===== config.mk =====
export PLATFORM = sky130hd
export DESIGN_NAME = mdu_iter
export DESIGN_NICKNAME = d
export VERILOG_FILES = /design/src/rtl/mdu_pkg.sv /design/src/rtl/mdu_iter_step.sv /design/src/rtl/mdu_iter.sv
export SDC_FILE = /design/constraint.sdc
export NUM_CORES = 1
export LEC_CHECK = 0
export BUFFER_PORTS_ARGS = -buffer_cell sky130_fd_sc_hd__buf_4
export CAP_MARGIN = 20
export CORE_ASPECT_RATIO = 2
export CORE_MARGIN = 3
export CORE_UTILIZATION = 50
export CTS_BUF_LIST = sky130_fd_sc_hd__clkbuf_4
export CTS_CLUSTER_SIZE = 12
export DETAILED_ROUTE_END_ITERATION = 8
export HOLD_SLACK_MARGIN = 0.05
export MAX_ROUTING_LAYER = met4
export PLACE_DENSITY = 0.8
export SYNTH_ARGS = -nofsm -noshare
export SYNTH_HDL_FRONTEND = slang
export SYNTH_SLANG_ARGS = --single-unit

===== constraint.sdc =====
create_clock -name clk -period 3.6 [get_ports clk]
set_input_delay 0.54 -clock clk [delete_from_list [all_inputs] [get_ports clk]]
set_output_delay 0.54 -clock clk [all_outputs]
set_load 0.02 [all_outputs]

===== src/rtl/mdu_pkg.sv =====
// Shared definitions for the iterative multiply/divide unit: op encodings, FSM states, sizes.
// Optional MDU_MADD_EN enables madd/msub (ops 110/111) as iterative accumulate ops.
package mdu_pkg;

  localparam int MDU_WIDTH = 32;
  localparam int MDU_ITER  = MDU_WIDTH;

  typedef enum logic [2:0] {
    OP_MULT  = 3'b000,
    OP_MULTU = 3'b001,
    OP_DIV   = 3'b010,
    OP_DIVU  = 3'b011,
    OP_MTHI  = 3'b100,
    OP_MTLO  = 3'b101,
    OP_MADD  = 3'b110,
    OP_MSUB  = 3'b111
  } mdu_op_e;

  typedef enum logic [1:0] {
    IDLE = 2'd0,
    RUN  = 2'd1,
    FIX  = 2'd2
  } state_e;

  typedef logic [2*MDU_WIDTH-1:0] prod_t;

  function automatic logic is_iter_op(input logic [2:0] op);
`ifdef MDU_MADD_EN
    return (op != OP_MTHI) && (op != OP_MTLO);
`else
    return (op[2] == 1'b0);
`endif
  endfunction

  function automatic logic is_div_op(input logic [2:0] op);
    return (op == OP_DIV) || (op == OP_DIVU);
  endfunction

  function automatic logic is_signed_op(input logic [2:0] op);
    return (op == OP_MULT) || (op == OP_DIV) || (op == OP_MADD) || (op == OP_MSUB);
  endfunction

endpackage


===== src/rtl/mdu_iter_step.sv =====
// One iteration of the MDU datapath: shift-add multiply step or restoring shift-subtract divide step.
// For divide, the new quotient bit is shifted into the low half (lo_next[0]).
module mdu_iter_step #(
  parameter int WIDTH = 32
) (
  input  logic             is_div,
  input  logic [WIDTH-1:0] hi,
  input  logic [WIDTH-1:0] lo,
  input  logic [WIDTH-1:0] opnd,
  output logic [WIDTH-1:0] hi_next,
  output logic [WIDTH-1:0] lo_next
);

  logic [WIDTH:0] sum;
  logic [WIDTH:0] rs;
  logic [WIDTH:0] diff;

  always_comb begin
    sum     = {1'b0, hi} + (lo[0] ? {1'b0, opnd} : '0);
    rs      = {hi, lo[WIDTH-1]};
    diff    = rs - {1'b0, opnd};
    hi_next = sum[WIDTH:1];
    lo_next = {sum[0], lo[WIDTH-1:1]};
    if (is_div) begin
      // rs < 2*divisor always holds, so diff[WIDTH] is a clean borrow flag
      if (!diff[WIDTH]) begin
        hi_next = diff[WIDTH-1:0];
        lo_next = {lo[WIDTH-2:0], 1'b1};
      end else begin
        hi_next = rs[WIDTH-1:0];
        lo_next = {lo[WIDTH-2:0], 1'b0};
      end
    end
  end

endmodule


===== src/rtl/mdu_iter.sv =====
// Multi-cycle multiply/divide unit with HI/LO registers and a Start/Busy handshake.
// Define MDU_MADD_EN to make ops 110/111 (madd/msub) accumulate into {HI,LO}.
module mdu_iter
  import mdu_pkg::*;
#(
  parameter int WIDTH = MDU_WIDTH,
  parameter int ITER  = WIDTH
) (
  input  logic             clk,
  input  logic             reset,
  input  logic [WIDTH-1:0] A,
  input  logic [WIDTH-1:0] B,
  input  logic [2:0]       MDUOp,
  input  logic             Start,
  output logic             Busy,
  output logic [WIDTH-1:0] HI,
  output logic [WIDTH-1:0] LO
);

  localparam int CNT_W = $clog2(ITER + 1);

  state_e           state_reg, state_next;
  logic [CNT_W-1:0] cnt_reg;
  mdu_op_e          op_reg;
  logic [WIDTH-1:0] acc_hi_reg, acc_lo_reg, opnd_reg;
  logic [WIDTH-1:0] hi_reg, lo_reg;
  logic             neg_q_reg, neg_r_reg, div_zero_reg;

  logic             accept;
  logic             a_neg, b_neg;
  logic [WIDTH-1:0] a_abs, b_abs;
  logic [WIDTH-1:0] step_hi, step_lo;
  logic [2*WIDTH-1:0] prod, prod_s, fix_hilo;
  logic             fix_we;

  always_ff @(posedge clk or negedge reset) begin
    if (!reset) state_reg <= IDLE;
    else        state_reg <= state_next;
  end

  always_comb begin
    state_next = state_reg;
    accept     = 1'b0;
    case (state_reg)
      IDLE: if (Start && is_iter_op(MDUOp)) begin
        accept     = 1'b1;
        state_next = RUN;
      end
      RUN:  if (cnt_reg == CNT_W'(ITER - 1)) state_next = FIX;
      FIX:  state_next = IDLE;
      default: state_next = IDLE;
    endcase
  end

  assign Busy = (state_reg != IDLE);
  assign HI   = hi_reg;
  assign LO   = lo_reg;

  always_comb begin
    a_neg = is_signed_op(MDUOp) && A[WIDTH-1];
    b_neg = is_signed_op(MDUOp) && B[WIDTH-1];
    a_abs = a_neg ? -A : A;
    b_abs = b_neg ? -B : B;
  end

  mdu_iter_step #(.WIDTH(WIDTH)) u_step (
    .is_div  (is_div_op(op_reg)),
    .hi      (acc_hi_reg),
    .lo      (acc_lo_reg),
    .opnd    (opnd_reg),
    .hi_next (step_hi),
    .lo_next (step_lo)
  );

  // HI/LO cannot change while busy, so the live registers equal the E0 snapshot for madd/msub
  always_comb begin
    prod     = {acc_hi_reg, acc_lo_reg};
    prod_s   = neg_q_reg ? -prod : prod;
    fix_hilo = {hi_reg, lo_reg};
    fix_we   = !div_zero_reg;
    case (op_reg)
      OP_MULT, OP_MULTU: fix_hilo = prod_s;
      OP_DIV, OP_DIVU: begin
        fix_hilo[WIDTH-1:0]       = neg_q_reg ? -acc_lo_reg : acc_lo_reg;
        fix_hilo[2*WIDTH-1:WIDTH] = neg_r_reg ? -acc_hi_reg : acc_hi_reg;
      end
`ifdef MDU_MADD_EN
      OP_MADD: fix_hilo = {hi_reg, lo_reg} + prod_s;
      OP_MSUB: fix_hilo = {hi_reg, lo_reg} - prod_s;
`endif
      default: fix_we = 1'b0;
    endcase
  end

  always_ff @(posedge clk or negedge reset) begin
    if (!reset) begin
      cnt_reg      <= '0;
      op_reg       <= OP_MULT;
      acc_hi_reg   <= '0;
      acc_lo_reg   <= '0;
      opnd_reg     <= '0;
      hi_reg       <= '0;
      lo_reg       <= '0;
      neg_q_reg    <= 1'b0;
      neg_r_reg    <= 1'b0;
      div_zero_reg <= 1'b0;
    end else begin
      case (state_reg)
        IDLE: begin
          if (accept) begin
            op_reg       <= mdu_op_e'(MDUOp);
            cnt_reg      <= '0;
            acc_hi_reg   <= '0;
            neg_q_reg    <= a_neg ^ b_neg;
            neg_r_reg    <= a_neg;
            div_zero_reg <= is_div_op(MDUOp) && (B == '0);
            // divide iterates on the dividend; multiply walks the multiplier bits
            if (is_div_op(MDUOp)) begin
              acc_lo_reg <= a_abs;
              opnd_reg   <= b_abs;
            end else begin
              acc_lo_reg <= b_abs;
              opnd_reg   <= a_abs;
            end
          end else if (Start && MDUOp == OP_MTHI) begin
            hi_reg <= A;
          end else if (Start && MDUOp == OP_MTLO) begin
            lo_reg <= A;
          end
        end
        RUN: begin
          acc_hi_reg <= step_hi;
          acc_lo_reg <= step_lo;
          cnt_reg    <= cnt_reg + 1'b1;
        end
        FIX: begin
          cnt_reg <= '0;
          if (fix_we) begin
            hi_reg <= fix_hilo[2*WIDTH-1:WIDTH];
            lo_reg <= fix_hilo[WIDTH-1:0];
          end
        end
        default: cnt_reg <= '0;
      endcase
    end
  end

endmodule


# Word-level counts from Yosys, hierarchy flattened

Cells that the tools add are included.
Widths: inputs -> output; s select.

Register bits after elaboration: 174
Input bits: 70
Output and inout bits: 65
Logic and storage cells: 103

$add $sub $neg: 8
Eq/ne operators: 21
Mux-type cells: 34
Bitwise operators: 2
Reduce and logical (&&, ||, !) cells: 27

Operator list:

| cell                | count |
|---|---|
| $mux 32             | 19 |
| $pmux 32 s2         | 4 |
| $neg 32->32         | 4 |
| $pmux 64 s2         | 1 |
| $mux 64             | 1 |
| $neg 64->64         | 1 |
| $add 32x33->33      | 1 |
| $sub 33x32->33      | 1 |
| $logic_not 32->1    | 1 |
| $ne 2x2->1 const B  | 8 |
| $eq 3x2->1 const B  | 4 |
| $eq 3x3->1 const B  | 4 |
| $pmux 6 s2          | 1 |
| $add 6x1->6 const B | 1 |
| $eq 6x5->1 const B  | 1 |
| $logic_and 1x1->1   | 6 |
| $logic_not 3->1     | 2 |
| $mux 6              | 1 |
| $reduce_and 2->1    | 3 |
| $reduce_and 6->1    | 1 |
| $reduce_bool 2->1   | 3 |
| $logic_or 1x1->1    | 5 |
| $reduce_and 5->1    | 1 |
| $mux 1              | 4 |
| other kinds (12)    | 14 |

# Longest topological paths before layout

Gate-level depths: netlist of the first run.

Depth after elaboration: 9
Mapped depth: 14
Gate-level depth less buffers: 13

# Modules after synthesis

From an unflattened synthesis of the first run, not the netlist that was laid out.

Cells, all modules: 2001
Area, all modules: 15524.9 um^2

Modules (own cells, without submodules):

| module        | instances | cells an instance | area an instance (um^2) | sequential area each (um^2) |
|---|---|---|---|---|
| mdu_iter      | 1         | 1318              | 10815.4                 | 4329.2 |
| mdu_iter_step | 1         | 683               | 4709.5                  | 0.0 |

# Worst setup path before layout of the first run

Ideal clock, no wire load.

Path kind: register -> register
Start point: register acc_lo_reg[31]
End point: register acc_hi_reg[24]
Setup time: 0.119 ns
Data arrival time: 3.163 ns
Data required time: 3.481 ns
Path slack: 0.318 ns
Cell stages (with the launch flop): 15
Path buffers: 2
Clock period less this slack: 3.282 ns
Path through: dfrtp_1 inv_1 ha_1 fa_1 nand2b_1 a21oi_1 o41a_1 nor4_2 o2111ai_1 and3_1 clkbuf_1 nor2_4 buf_4 a31oi_1 o21a_1

Word-level cells in the longest chain between the ends: 4

RTL lines:

| what                   | RTL line            | RTL |
|---|---|---|
| from (decl)            | mdu_iter.sv:25      | `logic [WIDTH-1:0] acc_hi_reg, acc_lo_reg, opnd_reg;` |
| from (signal assigned) | mdu_iter.sv:119     | `acc_lo_reg <= a_abs;` |
| from (signal assigned) | mdu_iter.sv:122     | `acc_lo_reg <= b_abs;` |
| from (signal assigned) | mdu_iter.sv:133     | `acc_lo_reg <= step_lo;` |
| $sub 33x32->33         | mdu_iter_step.sv:21 | `diff = rs - {1'b0, opnd};` |
| $mux 32                | mdu_iter_step.sv:26 | `if (!diff[WIDTH]) begin` |
| $mux 32                | mdu_iter_step.sv:24 | `if (is_div) begin` |
| $pmux 32 s2            | mdu_iter.sv:108     | `case (state_reg)` |
| to (signal assigned)   | mdu_iter.sv:132     | `acc_hi_reg <= step_hi;` |
| to (decl)              | mdu_iter.sv:25      |  |

No other way between the ends.
A chain may end at the register's enable or synchronous reset.

# Worst setup path after layout of the first run

Start point: register acc_lo_reg[0]
End point: register acc_hi_reg[23]

Word-level cells in the longest chain between the ends: 4

RTL lines:

| what           | RTL line            | RTL |
|---|---|---|
| $mux 32        | mdu_iter_step.sv:19 | `sum = {1'b0, hi} + (lo[0] ? {1'b0, opnd} : '0);` |
| $add 32x33->33 | mdu_iter_step.sv:19 |  |
| $mux 32        | mdu_iter_step.sv:24 |  |
| $pmux 32 s2    | mdu_iter.sv:108     |  |

No other way between the ends.

==> results.cfg, run 1 <==
[status]
status = finished with violations
violations = negative setup slack

[final_layout]
synthToLayoutAreaGrowth_pct = 17.37
nets = 2325
regArea_um2 = 4332
utilization_pct = 60.11
fillers = 2784
drive_above_1_share_pct = 17.25
multi_input_area_um2 = 10360
finish.instance_area_um2 = 17870

[critical_path]
cp.required_ns = 4.20
path_class = reg -> reg
worstSetupStartpoint = acc_lo_reg[0]
critPathMaxFanout = 8
cp-end-kind = register
critPathLaunchType = register
cp.arrival_ns = 4.20
r2r-start = acc_lo_reg[0]

[clocking]
clockBufferDepth = 2
clock_latency_ns = 0.69
clkSinkCount = 173
cts_tree = yes
cts_root_buf = clkbuf_4
clkTransAtPathRegs_ns = 0.18
cts_buffers = 17
h-tree-depth = 4

[routing]
drt-total-wl_um = 71700
drt_iter0_drc = 1597
dr.pass1.iters = 7
num_vias = 17440
drt-vias-per-instance = 6.808
drc = 0
wl_per_cell_um = 27.99
ant_nets = 0

[floorplan]
die_w_um = 129.4
core_um2 = 29730
ios = 135
die_area_um2 = 32710
initial_core_util_pct = 51.22
rows = 89
fp.dieH_um = 252.8

[sta]
postLayoutSetupSlackWorst_ns = -0.004920
setup_tns_ns = -0.004920
fin_crit_sh_pct = 100.1
fin_hold_ws_ns = 0.2039
grt_setup_unrepaired = yes
max-slew-margin-rel_pct = 31.84
fin_skew_ns = 0.02419
setup_viol_count_final = 1
max_freq_mhz = 277.4
min_period_ns = 3.605
max_slew.worst_pin.slew_ns = 1.018
report.final.slew_viol_count = 0
finalHoldViolations = 0

[min_path]
min_path_type = in -> reg
min_from = B[30]

[global_routing]
track_usage_pct = 44.59
grt.overflow.total = 0
antenna_found_initial = 1
grt_pass1_vias = 16940
grt_pass1_wl_um = 104400
grt_max_degree = 73

[synthesis]
synth_flop_cell = dfrtp_1
yosysWarnings = 0
syn-instance-count = 2009
synth.area.top_cells = dfrtp_1 (28%), nand2_1 (6.9%), ha_1 (5.7%)
yosysMostFrequentCell = nand2_1
synth_area_um2 = 15230
synth_edf_count = 0
netlist.area_leader.share_pct = 28.43
synth_commonest_cells = nand2_1 (278), nor2_1 (204), dfrtp_1 (173), o21ai_0 (163), a21oi_1 (151)
avgSynthCellArea_um2 = 7.580
synthesis.nets = 2150
synth-async-reset-ratio_pct = 100.0
synth_cell_types = 78
ys_ff_latch = 173
ys_seq_area_share_pct = 28.43
yosys.area.top_type = dfrtp_1

[placed_design]
portBuffers = 134
gp_congestion = 1.253
hpwl_um = 55790
placed_area_um2 = 17350

[power_and_ir_drop]
peakVddDrop_v = 0.0009160
power.leakage_uw = 0.007734
p_per_area_nw_per_um2 = 1013

[run]
drv_cap = 0
[routing by layer]
| layer | global-route usage [%] | wire length (µm) |
|---|---|---|
| met5 | - | 0 |
| met3 | 11.29 | 6155 |
| met2 | 71.33 | 33860 |
| met4 | 45.69 | 9884 |
| met1 | 41.11 | 21810 |
[cell usage in the layout, fill, tap and decap left out, types with 23 or more instances in the layout]
master,synthesis,layout
nor2_1,204,202
xnor2_1,88,86
nor3_1,36,34
mux2i_1,25,24
a211oi_1,50,49
nand2b_1,24,24
or3_1,23,23
xor2_1,71,71
nand3_1,36,36
dfrtp_1,173,171
buf_4,1,274
a21o_1,25,25
nor4_1,23,23
a21oi_1,151,149
inv_1,69,66
ha_1,69,67
nand2_1,278,275
o21ai_0,163,161
o31ai_1,51,51
o211ai_1,35,35
a31oi_1,47,47
[critical path, stage by stage, from the launching register on]
cell and delay, ns:
dfrtp_1 0.47, clkinvlp_4 0.23, buf_4 0.20, buf_4 0.15
nor2_1 0.11, ha_1 0.32, a21oi_1 0.22, o21ai_0 0.15
a311o_1 0.36, o2111a_1 0.27, buf_4 0.15, o21ai_0 0.26
nand2b_1 0.32, o221ai_1 0.31
[where the power goes]
group          switching (µW)  leakage [µW]  internal (µW)  total, µW
sequential                991       0.00208           2740       3730
clock                     871      0.000151            380       1250
combinational            8080       0.00550           5040      13100
[cell families after synthesis]
group	count (synthesis)	share of synthesized area, %
AOI/OAI and AO/OA	663	27.89
adders and majority gates	71	5.932
muxes	28	1.865
xor gates and xnor gates	159	9.145
DFF	173	28.43
and+or+nand+nor	722	21.81
buffers and inverters	193	4.922
[metrics by stage]
| step | instances | power (µW) | worst slack, ns |
|---|---|---|---|
| after detailed placement | 2523 | 15850 | -0.1366 |
| after global placement | 2523 | 15680 | -0.1125 |
| after floorplan | 2009 | 10740 | 0.3178 |
| final | 2562 | 18100 | -0.004920 |
| after global routing | 2562 | 18930 | -0.04718 |
| after CTS | 2556 | 17120 | 0.01432 |
[timing repair]
action	in CTS	in global routing
resized for setup	3	37
pin swaps	0	3
hold endpoints to repair	65	0
endpoints found under the setup margin	2	27
hold buffers	1	0
buffers inserted	0	4
[area by class of cell]
cell class / count / share of cell area [%]
diodes: 1 / 0.01400
clock buffers: 17 / 0.7140
clock inverters: 15 / 0.9170
inverters: 69 / 1.512
multi-input cells: 1643 / 57.98
flip-flops and latches: 173 / 24.24
well taps: 364 / 2.548
repair buffers: 280 / 12.08
[final timing paths]
path,to,slack [ns],cells after the start
min,div_zero_reg,0.20,4
min in group asynchronous,acc_hi_reg[27],0.40,2
max,acc_hi_reg[23],-0.005,13
max reg2reg,acc_hi_reg[23],-0.005,13
max in group asynchronous,opnd_reg[11],2.19,3
min reg2reg,HI[18],0.50,1
Note: power is estimated with default switching activity, not from simulation.
==> run 2: changes to the inputs <==
--- a/config.mk
+++ b/config.mk
@@ -16,6 +16,7 @@
 export HOLD_SLACK_MARGIN = 0.05
 export MAX_ROUTING_LAYER = met4
 export PLACE_DENSITY = 0.8
+export SETUP_SLACK_MARGIN = 0.02
 export SYNTH_ARGS = -nofsm -noshare
 export SYNTH_HDL_FRONTEND = slang
 export SYNTH_SLANG_ARGS = --single-unit
==> run 2 against run 1 <==
Against the previous run:
- the flow now finishes without violations
- register-to-register slack gained 0.05 ns
- sequential share of layout area shrank 0.056 points
- fmax increased by 1.4%
==> results.cfg, run 2 (synthesis gave the netlist of run 1 again) <==
[critical_path]
critPathMaxFanout = 6
cp.required_ns = 4.21
cpPeakStageDelay_ns = 0.68
r2r-start = opnd_reg[6]
cp_slowest_cell = o21ai_0
critPathLaunchType = register
crit_top_cell = o21ai_0
rrSetupSlack_ns = 0.04
cp-end-kind = register
reg2reg_depth = 11
cp.arrival_ns = 4.16
path_class = reg -> reg
r2r-end = acc_hi_reg[31]
worstPathCellList = inv_1, ha_1, a2111o_1, o21ai_0, a21o_1, a2111oi_2, buf_4, o21a_1, o21ai_0, o221ai_1, nor2_1

[global_routing]
grt.overflow.total = 0
track_usage_pct = 44.60
grt_pass1_wl_um = 104400
antenna_found_initial = 1
grt_pass1_vias = 16940
grt_max_degree = 73

[power_and_ir_drop]
p_per_area_nw_per_um2 = 1013
peakVddDrop_v = 0.0009400
switchingPower_uw = 9967
p_total_uw = 18150
p_int_uw = 8187
clkPwrFrac_pct = 6.9
power.leakage_uw = 0.007749
comb_power_share_pct = 72.6
p_seq_share_pct = 20.6
switching_share_pct = 54.90

[floorplan]
rows = 89
ios = 135
initial_core_util_pct = 51.22
fp.dieH_um = 252.8
die_area_um2 = 32710
core_um2 = 29730
die_w_um = 129.4

[placed_design]
gp_congestion = 1.253
placed_area_um2 = 17350
hpwl_um = 55790
portBuffers = 134

[sta]
max_slew.worst_pin.slew_ns = 1.055
finalHoldViolations = 0
fin_crit_sh_pct = 98.76
fin_skew_ns = 0.03019
max_freq_mhz = 281.3
report.final.slew_viol_count = 0
grt_setup_unrepaired = yes
max-slew-margin-rel_pct = 29.37
min_period_ns = 3.556
setup_viol_count_final = 0

[clocking]
cts_tree = yes
cts_buffers = 17
h-tree-depth = 4
cts_root_buf = clkbuf_4
clockBufferDepth = 2
clkTransAtPathRegs_ns = 0.17
clkSinkCount = 173
clock_latency_ns = 0.69

[final_layout]
finish.instance_area_um2 = 17910
final_cell_mix = nand2_1 (275), buf_4 (274), nor2_1 (201)
nets = 2325
fillers = 2779
drive_above_1_share_pct = 17.52
multi_input_area_um2 = 10410
final_common_cell = nand2_1
regArea_um2 = 4332
synthToLayoutAreaGrowth_pct = 17.64

[status]
status = completed

[min_path]
hold-path-cell-count = 4
min_from = B[30]
min_to = div_zero_reg
min_path_type = in -> reg

[routing]
num_vias = 17410
ant_nets = 0
wl_per_cell_um = 28.06
drt-total-wl_um = 71890
drc = 0
drt_iter0_drc = 1715
drt-vias-per-instance = 6.795
dr.pass1.iters = 9

[run]
drv_cap = 0
run 2: cell counts in the layout (fill, tap and decap cells not counted):
Identical to the previous run, type by type.
run 2: area by class of cell:
class	instances	share of cell area (%)
timing repair buffer	280	12.05
multi-input combinational	1643	58.08
antenna	1	0.01397
inverter	69	1.509
tap	364	2.542
clock inverter	15	0.9149
sequential	173	24.18
clock buffer	17	0.7124
run 2: what timing repair did:
action,in CTS,in global routing
setup endpoints to repair,3,33
cloned,0,0
hold buffers,1,0
setup buffers,0,4
pin swaps,0,5
gates resized for setup,4,45
endpoints found under the hold margin,65,0
run 2: worst max-delay path by stage:
stage,start,cells after the start,slack (ns),endpoint
final,opnd_reg[6],11,0.04,acc_hi_reg[31]
after global placement,opnd_reg[14],11,-0.11,acc_hi_reg[3]
after detailed placement,opnd_reg[14],11,-0.14,acc_hi_reg[3]
after CTS,opnd_reg[0],15,0.03,acc_hi_reg[25]
after floorplan,acc_lo_reg[31],14,0.32,acc_hi_reg[24]
after global routing,opnd_reg[15],11,-0.02,acc_hi_reg[3]
run 2: stage by stage:
stage               TNS [ns]  utilization [%]  std cells  worst slack (ns)  hold slack (ns)
floorplan                  0                -       2009            0.3178           0.2444
global placement     -0.1125            58.36       2523           -0.1125           0.4611
detailed placement   -0.1366            58.36       2523           -0.1366           0.4673
CTS                        0            59.43       2556           0.03077           0.1831
global route        -0.01506            60.25       2562          -0.01506           0.2096
finish                     0            60.25       2562           0.04449           0.2042
run 2: critical path: cells and delay by family, from the launching register on:
| family | cells | cell delay (ns) |
|---|---|---|
| AND/OR/NAND/NOR | 1 | 0.15 |
| buffers and inverters | 2 | 0.41 |
| flip-flops | 1 | 0.40 |
| AO/OA/AOI/OAI | 7 | 2.16 |
| adder cells (fa/ha/maj) | 1 | 0.38 |
run 2: power by group through the flow:
stage,Combinational (µW),Clock (µW),Sequential [µW]
4_1_cts,12200,1240,3650
3_3_place_gp,12000,0,3660
2_1_floorplan,6980,0,3760
6_report,13200,1250,3740
5_1_grt,13900,1310,3780
3_5_place_dp,12200,0,3700
run 2: per-layer routing:
metal	global-route usage, %	vias to the layer above	share of wire [%]
li1	-	7626	-
met3	11.29	529	8.6
met5	-	-	0
met4	45.69	0	14
met1	41.12	8104	30
met2	71.33	1151	47
